==> src/rtl/knn_pkg.sv <==
// knn_pkg
// Shared constants and types for the k-NN top-K streaming stage.
//   KNN_N          : keys per sorted input vector
//   KNN_W          : key width in bits (unsigned)
//   dist_t         : one distance key
//   rank_t         : rank / count field wide enough to hold 0..KNN_N
//   stream_state_e : streamer control state
package knn_pkg;

  localparam int KNN_N  = 17;
  localparam int KNN_W  = 32;
  localparam int KNN_KW = $clog2(KNN_N + 1);

  typedef logic [KNN_W-1:0]  dist_t;
  typedef logic [KNN_KW-1:0] rank_t;

  typedef enum logic {
    IDLE   = 1'b0,
    STREAM = 1'b1
  } stream_state_e;

endpackage : knn_pkg

==> src/rtl/knn_topk_streamer_order_check.sv <==
// knn_order_check
// Purely combinational check that a vector of N keys is non-decreasing.
// Ports:
//   data_i     : N keys packed flat, key i at bits [i*W +: W]
//   unsorted_o : 1 when any key is smaller (unsigned) than its predecessor
module knn_order_check
  import knn_pkg::*;
#(
  parameter int N = KNN_N,
  parameter int W = KNN_W
) (
  input  logic [N*W-1:0] data_i,
  output logic           unsorted_o
);

  // OR-reduce of every adjacent descending pair.
  always_comb begin
    unsorted_o = 1'b0;
    for (int i = 0; i < N - 1; i++) begin
      if (data_i[(i+1)*W +: W] < data_i[i*W +: W]) begin
        unsorted_o = 1'b1;
      end
    end
  end

endmodule : knn_order_check

==> src/rtl/knn_topk_streamer.sv <==
// knn_topk_streamer
// Captures one ascending-sorted vector of N distance keys and streams the
// first k_eff = min(k_cfg, N) keys, smallest first, one per beat over a
// valid/ready interface. Flags vectors that are not non-decreasing.
// Ports:
//   clk, rst_n          : clock (rising edge), async active-low reset
//   in_valid / in_ready : vector handshake (in_ready depends on out_ready)
//   in_data             : N keys flat, in_data[0] (bits W-1:0) smallest
//   k_cfg               : number of keys to emit, sampled at capture
//   out_valid/out_ready : beat handshake
//   out_data, out_idx   : key and 0-based rank of the current beat
//   out_last            : current beat is rank k_eff-1
//   order_err           : one-cycle pulse after capturing an unsorted vector
module knn_topk_streamer
  import knn_pkg::*;
#(
  parameter int N  = KNN_N,
  parameter int W  = KNN_W,
  parameter int KW = $clog2(N + 1)
) (
  input  logic           clk,
  input  logic           rst_n,
  input  logic           in_valid,
  output logic           in_ready,
  input  logic [N*W-1:0] in_data,
  input  logic [KW-1:0]  k_cfg,
  output logic           out_valid,
  input  logic           out_ready,
  output logic [W-1:0]   out_data,
  output logic [KW-1:0]  out_idx,
  output logic           out_last,
  output logic           order_err
);

  stream_state_e  state_q;
  logic [W-1:0]   buf_q [N];
  logic [KW-1:0]  keff_q;
  logic           out_valid_q;
  logic [W-1:0]   out_data_q;
  logic [KW-1:0]  out_idx_q;
  logic           out_last_q;
  logic           order_err_q;

  logic           capture;
  logic           unsorted;
  logic [KW-1:0]  k_eff;
  logic [KW-1:0]  nxt_idx;

  knn_order_check #(
    .N (N),
    .W (W)
  ) u_order_check (
    .data_i     (in_data),
    .unsorted_o (unsorted)
  );

  // A new vector may be taken while idle, or in the very cycle the last beat
  // of the current one is accepted, which gives back-to-back streams without
  // a bubble. This makes in_ready combinational from out_ready.
  assign in_ready = (state_q == IDLE) || (out_valid_q && out_ready && out_last_q);
  assign capture  = in_valid && in_ready;
  assign k_eff    = (k_cfg > KW'(N)) ? KW'(N) : k_cfg;
  assign nxt_idx  = out_idx_q + KW'(1);

  // Key buffer: contents are don't-care after reset, so no reset here.
  always_ff @(posedge clk) begin
    if (capture) begin
      for (int i = 0; i < N; i++) begin
        buf_q[i] <= in_data[i*W +: W];
      end
    end
  end

  // Control FSM with registered outputs. The first beat is loaded straight
  // from in_data so it appears the cycle after capture.
  always_ff @(posedge clk or negedge rst_n) begin
    if (!rst_n) begin
      state_q     <= IDLE;
      keff_q      <= '0;
      out_valid_q <= 1'b0;
      out_data_q  <= '0;
      out_idx_q   <= '0;
      out_last_q  <= 1'b0;
      order_err_q <= 1'b0;
    end else begin
      order_err_q <= capture && unsorted;
      if (capture) begin
        keff_q    <= k_eff;
        out_idx_q <= '0;
        if (k_eff != '0) begin
          state_q     <= STREAM;
          out_valid_q <= 1'b1;
          out_data_q  <= in_data[W-1:0];
          out_last_q  <= (k_eff == KW'(1));
        end else begin
          // k_cfg of zero: vector is consumed and dropped
          state_q     <= IDLE;
          out_valid_q <= 1'b0;
          out_last_q  <= 1'b0;
        end
      end else if (state_q == STREAM && out_ready) begin
        if (out_last_q) begin
          state_q     <= IDLE;
          out_valid_q <= 1'b0;
          out_last_q  <= 1'b0;
          out_idx_q   <= '0;
        end else begin
          out_idx_q  <= nxt_idx;
          out_data_q <= buf_q[nxt_idx];
          out_last_q <= (nxt_idx == keff_q - KW'(1));
        end
      end
    end
  end

  assign out_valid = out_valid_q;
  assign out_data  = out_data_q;
  assign out_idx   = out_idx_q;
  assign out_last  = out_last_q;
  assign order_err = order_err_q;

endmodule : knn_topk_streamer

==> config.mk <==
export PLATFORM = sky130hd
export DESIGN_NAME = knn_topk_streamer
export DESIGN_NICKNAME = d
export VERILOG_FILES = /design/src/rtl/knn_pkg.sv /design/src/rtl/knn_topk_streamer_order_check.sv /design/src/rtl/knn_topk_streamer.sv
export SDC_FILE = /design/constraint.sdc
export NUM_CORES = 1
export LEC_CHECK = 0
export BUFFER_PORTS_ARGS = -buffer_cell sky130_fd_sc_hd__buf_2
export CORE_MARGIN = 2
export CORE_UTILIZATION = 45
export CTS_CLUSTER_DIAMETER = 30
export DETAILED_ROUTE_END_ITERATION = 8
export GPL_TIMING_DRIVEN = 0
export PLACE_DENSITY = 0.66
export SKIP_CTS_REPAIR_TIMING = 1
export SLEW_MARGIN = 20
export SYNTH_ARGS = -nofsm -noshare
export SYNTH_HDL_FRONTEND = slang
export SYNTH_SLANG_ARGS = --single-unit
==> constraint.sdc <==
create_clock -name clk -period 18.4 [get_ports clk]
set_input_delay 2.76 -clock clk [delete_from_list [all_inputs] [get_ports clk]]
set_output_delay 2.76 -clock clk [all_outputs]
set_load 0.1 [all_outputs]
# Word-level counts from Yosys, hierarchy flattened
# Memories as Yosys holds them, arrays and structs flattened.
# Index checks and enable logic that the tools add are counted.
# op_classes
bitwise	1
order_cmp	17
n_addsub	2
mux	34
n_eq_ne	4
n_reduce_logical	10
# ops
operator	count
less-than comparator 32 bit	16
2-to-1 mux 32 bit	4
2-to-1 mux 1 bit	26
2-to-1 mux 5 bit	4
adder 5 x 1 -> 5 bit (second input constant)	1
== test 5 x 1 -> 1 bit (second input constant)	1
== test 5 bit	1
greater-than comparator 5 bit (second input constant)	1
nonzero test 5 bit	1
subtractor 5 x 1 -> 5 bit (second input constant)	1
logical AND 1 bit	4
inequality test 2 x 1 -> 1 bit (second input constant)	2
nonzero test 2 bit	2
AND reduction 3 bit	1
AND reduction 2 bit	1
logical OR 1 bit	1
NOT 1 bit	1
# totals
inputBits	553
register_bits	45
wordCells	75
memories	1
mem_bits_rw	544
# mem_list
memory	depth	width	rd	rd_ports_with_merged_regs	wr	line	source
buf_q	17	32	1	0	17	knn_topk_streamer.sv:36	logic [W-1:0] buf_q [N];

# Longest topological paths before layout
# Gate-level depths: netlist of the first run.
# depth
word_depth	18
ltp_mapped	11

# Modules after synthesis
# From an unflattened synthesis of the first run, not the netlist that was laid out.
# hier_totals
cells_unflattened	2842
area_unflattened_um2	35097.4
# by_module_without_submodules
module	area_per_inst_um2	instances	cells_per_inst
knn_topk_streamer	22744.3	1	1107
knn_order_check	12353.1	1	1735

# Worst setup path before layout of the first run
# OpenSTA, ideal clock, no wires.
# synth_path
path_type	input -> register
startpoint	in out_ready
endpoint	reg out_data_q[28], in the netlist out_data[28]
required_time_ps	18272
arrival_time_ps	20065
slack_ps	-1793
stages	7
n_path_buf	1
path_cell_list	nand2_1 nand2_1 nand2_1 inv_2 clkbuf_1 a21oi_1 o21ai_1
# synth_between
elab_chain_cells	6
word_cells_on_any_way	9
# synth_lines
element	line	source
start: declaration	knn_topk_streamer.sv:28	input logic out_ready,
logical AND 1 bit *	knn_topk_streamer.sv:101	end else if (state_q == STREAM && out_ready) begin
logical AND 1 bit *	knn_topk_streamer.sv:60	assign in_ready = (state_q == IDLE) || (out_valid_q && out_ready && out_last_q);
logical OR 1 bit *	knn_topk_streamer.sv:60	
net in_ready	knn_topk_streamer.sv:24	output logic in_ready,
logical AND 1 bit *	knn_topk_streamer.sv:61	assign capture = in_valid && in_ready;
net capture	knn_topk_streamer.sv:44	logic capture;
inequality test 2 x 1 -> 1 bit (no source line) or nonzero test 2 bit (tied branches)	n/a	
AND reduction 3 bit (no source line)	n/a	
end signal: assignment	knn_topk_streamer.sv:93	out_data_q <= in_data[W-1:0];
end signal: assignment	knn_topk_streamer.sv:109	out_data_q <= buf_q[nxt_idx];
end: declaration	knn_topk_streamer.sv:39	logic [W-1:0] out_data_q;
# Mark *: on every way through the listed nets, which the timed path passes. The rest lies on a longest branch.
# A chain may end at the register's enable or synchronous reset.

# Worst setup path after layout of the first run
# layout_path
startpoint	in out_ready
endpoint	out in_ready
# layout_between
elab_chain_cells	3
# layout_lines
element	line
logical AND 1 bit	n/a
logical AND 1 bit	knn_topk_streamer.sv:60
logical OR 1 bit	knn_topk_streamer.sv:60
end: declaration	knn_topk_streamer.sv:24
# No other way between the ends.

==> results.ini, run 1 <==
[grt]
grt_max_degree = 93
grt_pass1_vias = 26630
gr-total-overflow = 0
grt_usage = 0.3129
antenna_found_initial = 65
grt_pass1_wl_mm = 174.6

[critical_path]
cp_max_fo = 4
regToRegStartpoint = out_idx[0]
worstSetupPathType = in -> out
reg2reg_depth = 11
r2r_end = out_data[27]
crit_path_end_kind = output pin
cp-start-kind = primary input
crit_arrival_ns = 3.46
ff2ff_setup_slack_ns = 14.45
required_ns = 15.64

[sta]
finalHoldViolations = 0
tightest_slew_ns = 1.144
fin_crit_ns = 6.220
skew_ns = 0.03165
final_max_slew_viol_count = 0
setup_tns_ns = 0
fmax_mhz = 160.8
relSlewSlack = 0.2376
finalCritPeriodShare = 0.3380
setup_viol = 0
rsz0062_at_grt = false

[yosys]
synth_nets = 3807
yosysUniqueCellTypes = 59
synth_edf_count = 544
synth_top_flop_cell = edfxtp_1
ys_top_cells_by_area = edfxtp_1 (47%), ha_1 (18%), mux4_2 (10%), inv_1 (5.5%), dfrtp_1 (3.2%)
syn_area_per_cell_um2 = 12.65
synth_top_area_cell = edfxtp_1
ys.warnings.count = 0
ys_async_sr_fraction = 0.07640
synthesis.area_um2 = 34850
yosysSeqAreaShare = 0.5010
netlist_instances = 2756
synthDominantCellAreaShare = 0.4687
synth_seq_cells = 589

[floorplanning]
die-area_um2 = 79690
core_um2 = 77080
rows = 102
die_w_um = 282.3
io_pins = 594
die_height_um = 282.3
initial_utilization = 0.4521

[route]
drtAntennaViolNets = 0
dr.pass1.iters = 5
route.top_layer_used = met5
wl_mm = 124.6
vias = 26440
dr_wl_met2_mm = 60.95
wl_met1_mm = 44.77
drt-initial-drc-count = 2254
drc_errors = 0
viasPerCell = 5.629
wl_per_cell_um = 26.54
wl_met3_mm = 12.71

[clock_network]
clk_pin_slew_ns = 0.04
clk_latency_ns = 0.73
cts_buffers = 139
cts_tree = built
clock_path_buffers = 3
htreeDepth = 4
clock-sinks = 589
root_buffer = clkbuf_16

[pwr]
power_frac_seq = 0.257
p_comb_frac = 0.357
p_sw_mw = 2.381
power.static_leakage_nw = 20.02
clkPwrFrac = 0.387
power.internal_mw = 4.236
powerDensity_nw_per_um2 = 148.9
p_sw_frac = 0.3598
ir_worst_vdd_uv = 91.35

[worst_hold_path]
hp-class = reg -> reg
worstHoldStart = out_data[1]
hold_depth = 2
min_to = out_data[1]

[cells_and_area]
seq_area_um2 = 17460
layout.nets = 4553
multi_input_area_um2 = 15310
final_cells = 4696
n_fill_cell = 6431
drive_gt1_frac = 0.2851
syn2layout_area_growth_pct = 27.51

[placement]
dp_hpwl_mm = 101.0
gp_congestion = 0.9350
dp.cells = 4401
port-buffer-count = 593

[run_status]
status = finished, final reports clean

[flow_run]
max-cap-violations = 0

-- cells by family after synthesis --
logic type	after synthesis	synth area share
XOR/XNOR	11	0.002764
AND/OR/NAND/NOR	426	0.05852
AO/OA/AOI/OAI	479	0.08494
buffers and inverters	560	0.06107
adder cells (fa/ha/maj)	498	0.1788
flip-flops	589	0.5010
multiplexers	193	0.1129
-- stage by stage --
| step | setup slack [ns] | area, um^2 | hold WS, ns | util | power (mW) |
|---|---|---|---|---|---|
| 6_report | 12.18 | 44440 | 0.4746 | 0.5765 | 6.617 |
| 5_1_grt | 12.16 | 44380 | 0.5079 | 0.5757 | 6.849 |
| 4_1_cts | 12.19 | 44350 | 0.4797 | 0.5753 | 6.639 |
| 3_5_place_dp | 12.02 | 39420 | 0.4708 | 0.5114 | 4.073 |
| 3_3_place_gp | 3.612 | 39120 | 0.4630 | 0.5075 | 4.102 |
| 2_1_floorplan | 6.602 | 34850 | 0.4655 | - | 3.304 |
-- synthesized netlist by cell type (all sizes together), types with 37 or more instances --
master,number
a21oi,166
dfrtp,45
ha,498
a21o,48
inv,508
nand4,81
nand3,37
edfxtp,544
nand2,124
mux4,160
nor2,104
o21ai,130
-- power groups by stage --
stage | sequential, mW | combinational [mW] | clock [mW]
floorplan | 2.06 | 1.25 | 0
global placement | 1.80 | 2.31 | 0
detailed placement | 1.72 | 2.35 | 0
CTS | 1.70 | 2.37 | 2.57
global route | 1.71 | 2.49 | 2.65
finish | 1.70 | 2.36 | 2.56
-- layout make-up --
cell class / count / area share
Antenna cell: 36 / 0.002027
Buffer: 52 / 0.005265
Clock buffer: 156 / 0.08109
Clock inverter: 103 / 0.02979
Inverter: 508 / 0.04291
Multi-Input combinational cell: 1607 / 0.3446
Sequential cell: 589 / 0.3929
Tap cell: 1040 / 0.02928
Timing Repair Buffer: 605 / 0.07216
-- sequential cells by signal, indices dropped and copies added, names as in the netlist --
register   flops
out_idx        5
keff_q         5
order_err      1
out_last       1
out_data      32
buf_q        544
out_valid      1
-- cells in the final DEF, fill, tap and decap left out, types with 6 or more instances in the layout --
cell,n
a21oi_1,165
nor2_1,104
clkinv_2,19
a31oi_1,12
nand4_1,81
diode_2,36
a2111oi_0,20
buf_1,9
o21bai_1,7
nand2b_1,11
clkbuf_16,140
clkinv_1,18
clkinvlp_4,16
mux2i_1,33
bufinv_16,21
o21a_1,13
edfxtp_1,544
mux4_2,160
xnor2_1,6
dfrtp_1,45
nand3_1,37
nand2_1,124
nor3_1,28
inv_1,507
o211ai_1,9
a21o_1,48
a211o_1,6
o21ai_1,40
o21ai_0,90
a211oi_1,29
buf_16,6
clkinv_4,13
nor2b_1,11
buf_2,612
ha_1,498
nor4_1,11
clkbuf_1,33
-- worst max path at each step --
stage	start	end	slack [ns]	depth (start not counted)
floorplan	out_ready	out_data[28]	6.60	7
global placement	out_ready	out_data[28]	3.61	8
detailed placement	in_data[93]	order_err	12.02	11
CTS	out_ready	in_ready	12.19	4
global route	out_ready	in_ready	12.16	4
finish	out_ready	in_ready	12.18	4
-- metal layers --
metal | track usage | up-vias
met2 | 0.5307 | 1205
li1 | - | 11930
met3 | 0.09003 | 324
met1 | 0.3676 | 12900
met4 | 0.1425 | 72
met5 | 0 | -
-- critical path: stages --
cell	delay [ns]
buf_2	0.11
nand2_1	0.05
nand2_1	0.10
buf_2	0.43
Note: power is estimated with default switching activity, not from simulation.
==> inputs of run 2 (changes only) <==
- ABC_AREA: default -> 1
- PLACE_DENSITY: 0.66 -> 0.69
- clock period: 18.4 -> 5.42 ns (I/O delays scaled with it)
==> results.ini, run 2 <==
[run_status]
status = finished, final reports clean

[cells_and_area]
drive_gt1_frac = 0.2007  ; -0.08442
largest-register = buf_q
final_cell_mix = buf_2 (632), inv_1 (616), edfxtp_1 (544)
final_common_cell = buf_2
final_cells = 5595  ; +19%
layout.nets = 5450  ; +20%
fin_area_um2 = 45170  ; +1.6%
largest_reg_flops = 544  ; unchanged
syn2layout_area_growth_pct = 26.17
utilization = 0.5728  ; -0.003764

[critical_path]
cp_common_cell = buf_16
cp-start-kind = flop
crit_chain = nand2_1 -> o21ai_2 -> nand2_2 -> inv_2 -> clkbuf_16 -> buf_16 -> buf_16
critPathBufInv = 4  ; +2
crit_arrival_ns = 4.23  ; +0.77 ns
cp_top_family = buffers and inverters
crit_path_end_kind = flop
cp_slowest_cell = buf_16
critPathMaxStageDelay_ns = 0.50  ; +0.07 ns
worstSetupPathType = reg -> reg
cp_max_fo = 149  ; +145
required_ns = 5.74  ; -9.90 ns

[placement]
dp_hpwl_mm = 107.1  ; +6.1%
gp_congestion = 0.9624  ; +2.9%
port-buffer-count = 593  ; unchanged
dp.cells = 5304  ; +21%
dpl_cell_area_um2 = 40190  ; +1.9%

[sta]
finalCritPeriodShare = 0.7213
final_max_slew_viol_count = 0  ; unchanged
rsz0062_at_grt = false
fmax_mhz = 255.8
relSlewSlack = 0.2298  ; -0.007853
fin_crit_ns = 3.909
tightest_slew_ns = 1.145  ; +0.001223 ns
setup_viol = 0  ; unchanged
setup_tns_ns = 0  ; unchanged
skew_ns = 0.03247  ; +0.0008196 ns
finalHoldViolations = 0  ; unchanged

[yosys]
synthTopCellsByCount = inv_1 (616), edfxtp_1 (544), ha_1 (498), nand2_1 (399), nor2_1 (351)
yosysMostFrequentCell = inv_1
synth_top_area_cell = edfxtp_1
synth_edf_count = 544  ; unchanged
ys_top_cells_by_area = edfxtp_1 (46%), ha_1 (17%), inv_1 (6.5%), o21ai_0 (4.5%), nand2_1 (4.2%)
yosysSeqAreaShare = 0.4877  ; -0.01332
ys.warnings.count = 0  ; unchanged
syn_area_per_cell_um2 = 9.788  ; -23%
synth_nets = 4709  ; +24%
ys_async_sr_fraction = 0.07640  ; unchanged
synthesis.area_um2 = 35800  ; +2.7%
synth_seq_cells = 589  ; unchanged
synthDominantCellAreaShare = 0.4563  ; -0.01247
yosysUniqueCellTypes = 44  ; -25%
synth_top_flop_cell = edfxtp_1
netlist_instances = 3658  ; +33%

[clock_network]
cts_buffers = 143  ; +2.9%
root_buffer = clkbuf_16
clk_pin_slew_ns = 0.04  ; about the same
cts_tree = built
clock_path_buffers = 3  ; unchanged
clock-sinks = 589  ; unchanged
clk_latency_ns = 0.72  ; about the same
htreeDepth = 4  ; unchanged

[route]
drtAntennaViolNets = 0  ; unchanged
dr.pass1.iters = 6  ; +1
drc_errors = 0  ; unchanged
wl_per_cell_um = 23.93  ; -9.8%
drt-initial-drc-count = 2935  ; +30%
vias = 31010  ; +17%
wl_mm = 133.9  ; +7.4%
viasPerCell = 5.543  ; -1.5%

[worst_hold_path]
hp-class = in -> async

[floorplanning]
die_height_um = 286.1  ; +1.3%
io_pins = 594  ; unchanged
core_um2 = 78870  ; +2.3%
initial_utilization = 0.4539  ; +0.001830
die-area_um2 = 81840  ; +2.7%
die_w_um = 286.1  ; +1.3%
rows = 103  ; +0.98%

[grt]
grt_max_degree = 153  ; +65%
antenna_found_initial = 48  ; -26%
gr-total-overflow = 0  ; unchanged
grt_usage = 0.3218  ; +0.008906
grt_pass1_vias = 30070  ; +13%
grt_pass1_wl_mm = 190.4  ; +9.0%

[pwr]
powerDensity_nw_per_um2 = 541.1  ; +260%
total_power_mw = 24.44  ; +270%
power.static_leakage_nw = 20.87  ; +4.3%
ir_worst_vdd_uv = 327.3  ; +260%

[flow_run]
max-cap-violations = 0  ; unchanged

[run 2: worst paths after layout]
| path | start | to | slack, ns | cells after the start |
|---|---|---|---|---|
| worst min register to register | out_data[26] | out_data[26] | 0.54 | 2 |
| max in group asynchronous | rst_n | out_data[17] | 4.75 | 1 |
| worst max register to register | out_valid | buf_q[9][14] | 1.51 | 7 |
| worst min-delay path | rst_n | keff_q[0] | 0.16 | 1 |
| min in group clk | in_data[128] | buf_q[4][0] | 0.29 | 1 |
| worst max-delay path | out_valid | buf_q[9][14] | 1.51 | 7 |
[run 2: area by class of cell]
cell class	instances	area [um^2]
Timing Repair Buffer	596	3053
Multi-Input combinational cell	2325	15280
Inverter	619	2331
Clock buffer	163	3747
Buffer	125	755.7
Fill cell	6875	33700
Sequential cell	589	17460
Tap cell	1050	1314
Antenna cell	30	75.07
Clock inverter	98	1160
[run 2: through the flow]
step | setup WS (ns) | hold slack [ns]
2_1_floorplan | 0.2182 | 0.4875
3_3_place_gp | -0.4754 | 0.5159
3_5_place_dp | 1.150 | 0.5362
4_1_cts | 1.492 | 0.1526
5_1_grt | 1.404 | 0.1930
6_report | 1.511 | 0.1559
[run 2: per-layer routing]
metal	track usage	vias to the layer above	share of wire	wire [um]
li1	-	14480	-	-
met4	0.1171	52	0.036	4776
met3	0.07990	323	0.093	12470
met2	0.5385	1451	0.47	63320
met1	0.4031	14710	0.40	52990
met5	0	-	0.0024	317
[run 2: cells by family (layout without fill, tap and decap cells)]
kind of cell             after synthesis  count (layout)  share of synthesized area
XOR/XNOR                               7               7                   0.002237
buffers and inverters                744            1601                    0.08562
other                                  0              30                          0
AND/OR/NAND/NOR                      913             913                     0.1041
flip-flops                           589             589                     0.4877
adder cells (fa/ha/maj)              498             498                     0.1740
AO/OA/AOI/OAI                        907             907                     0.1463
[run 2: report_power, final]
| part | internal, mW | switching (mW) |
|---|---|---|
| Clock | 5.91 | 2.78 |
| Combinational | 2.60 | 7.17 |
| Sequential | 5.75 | 0.242 |
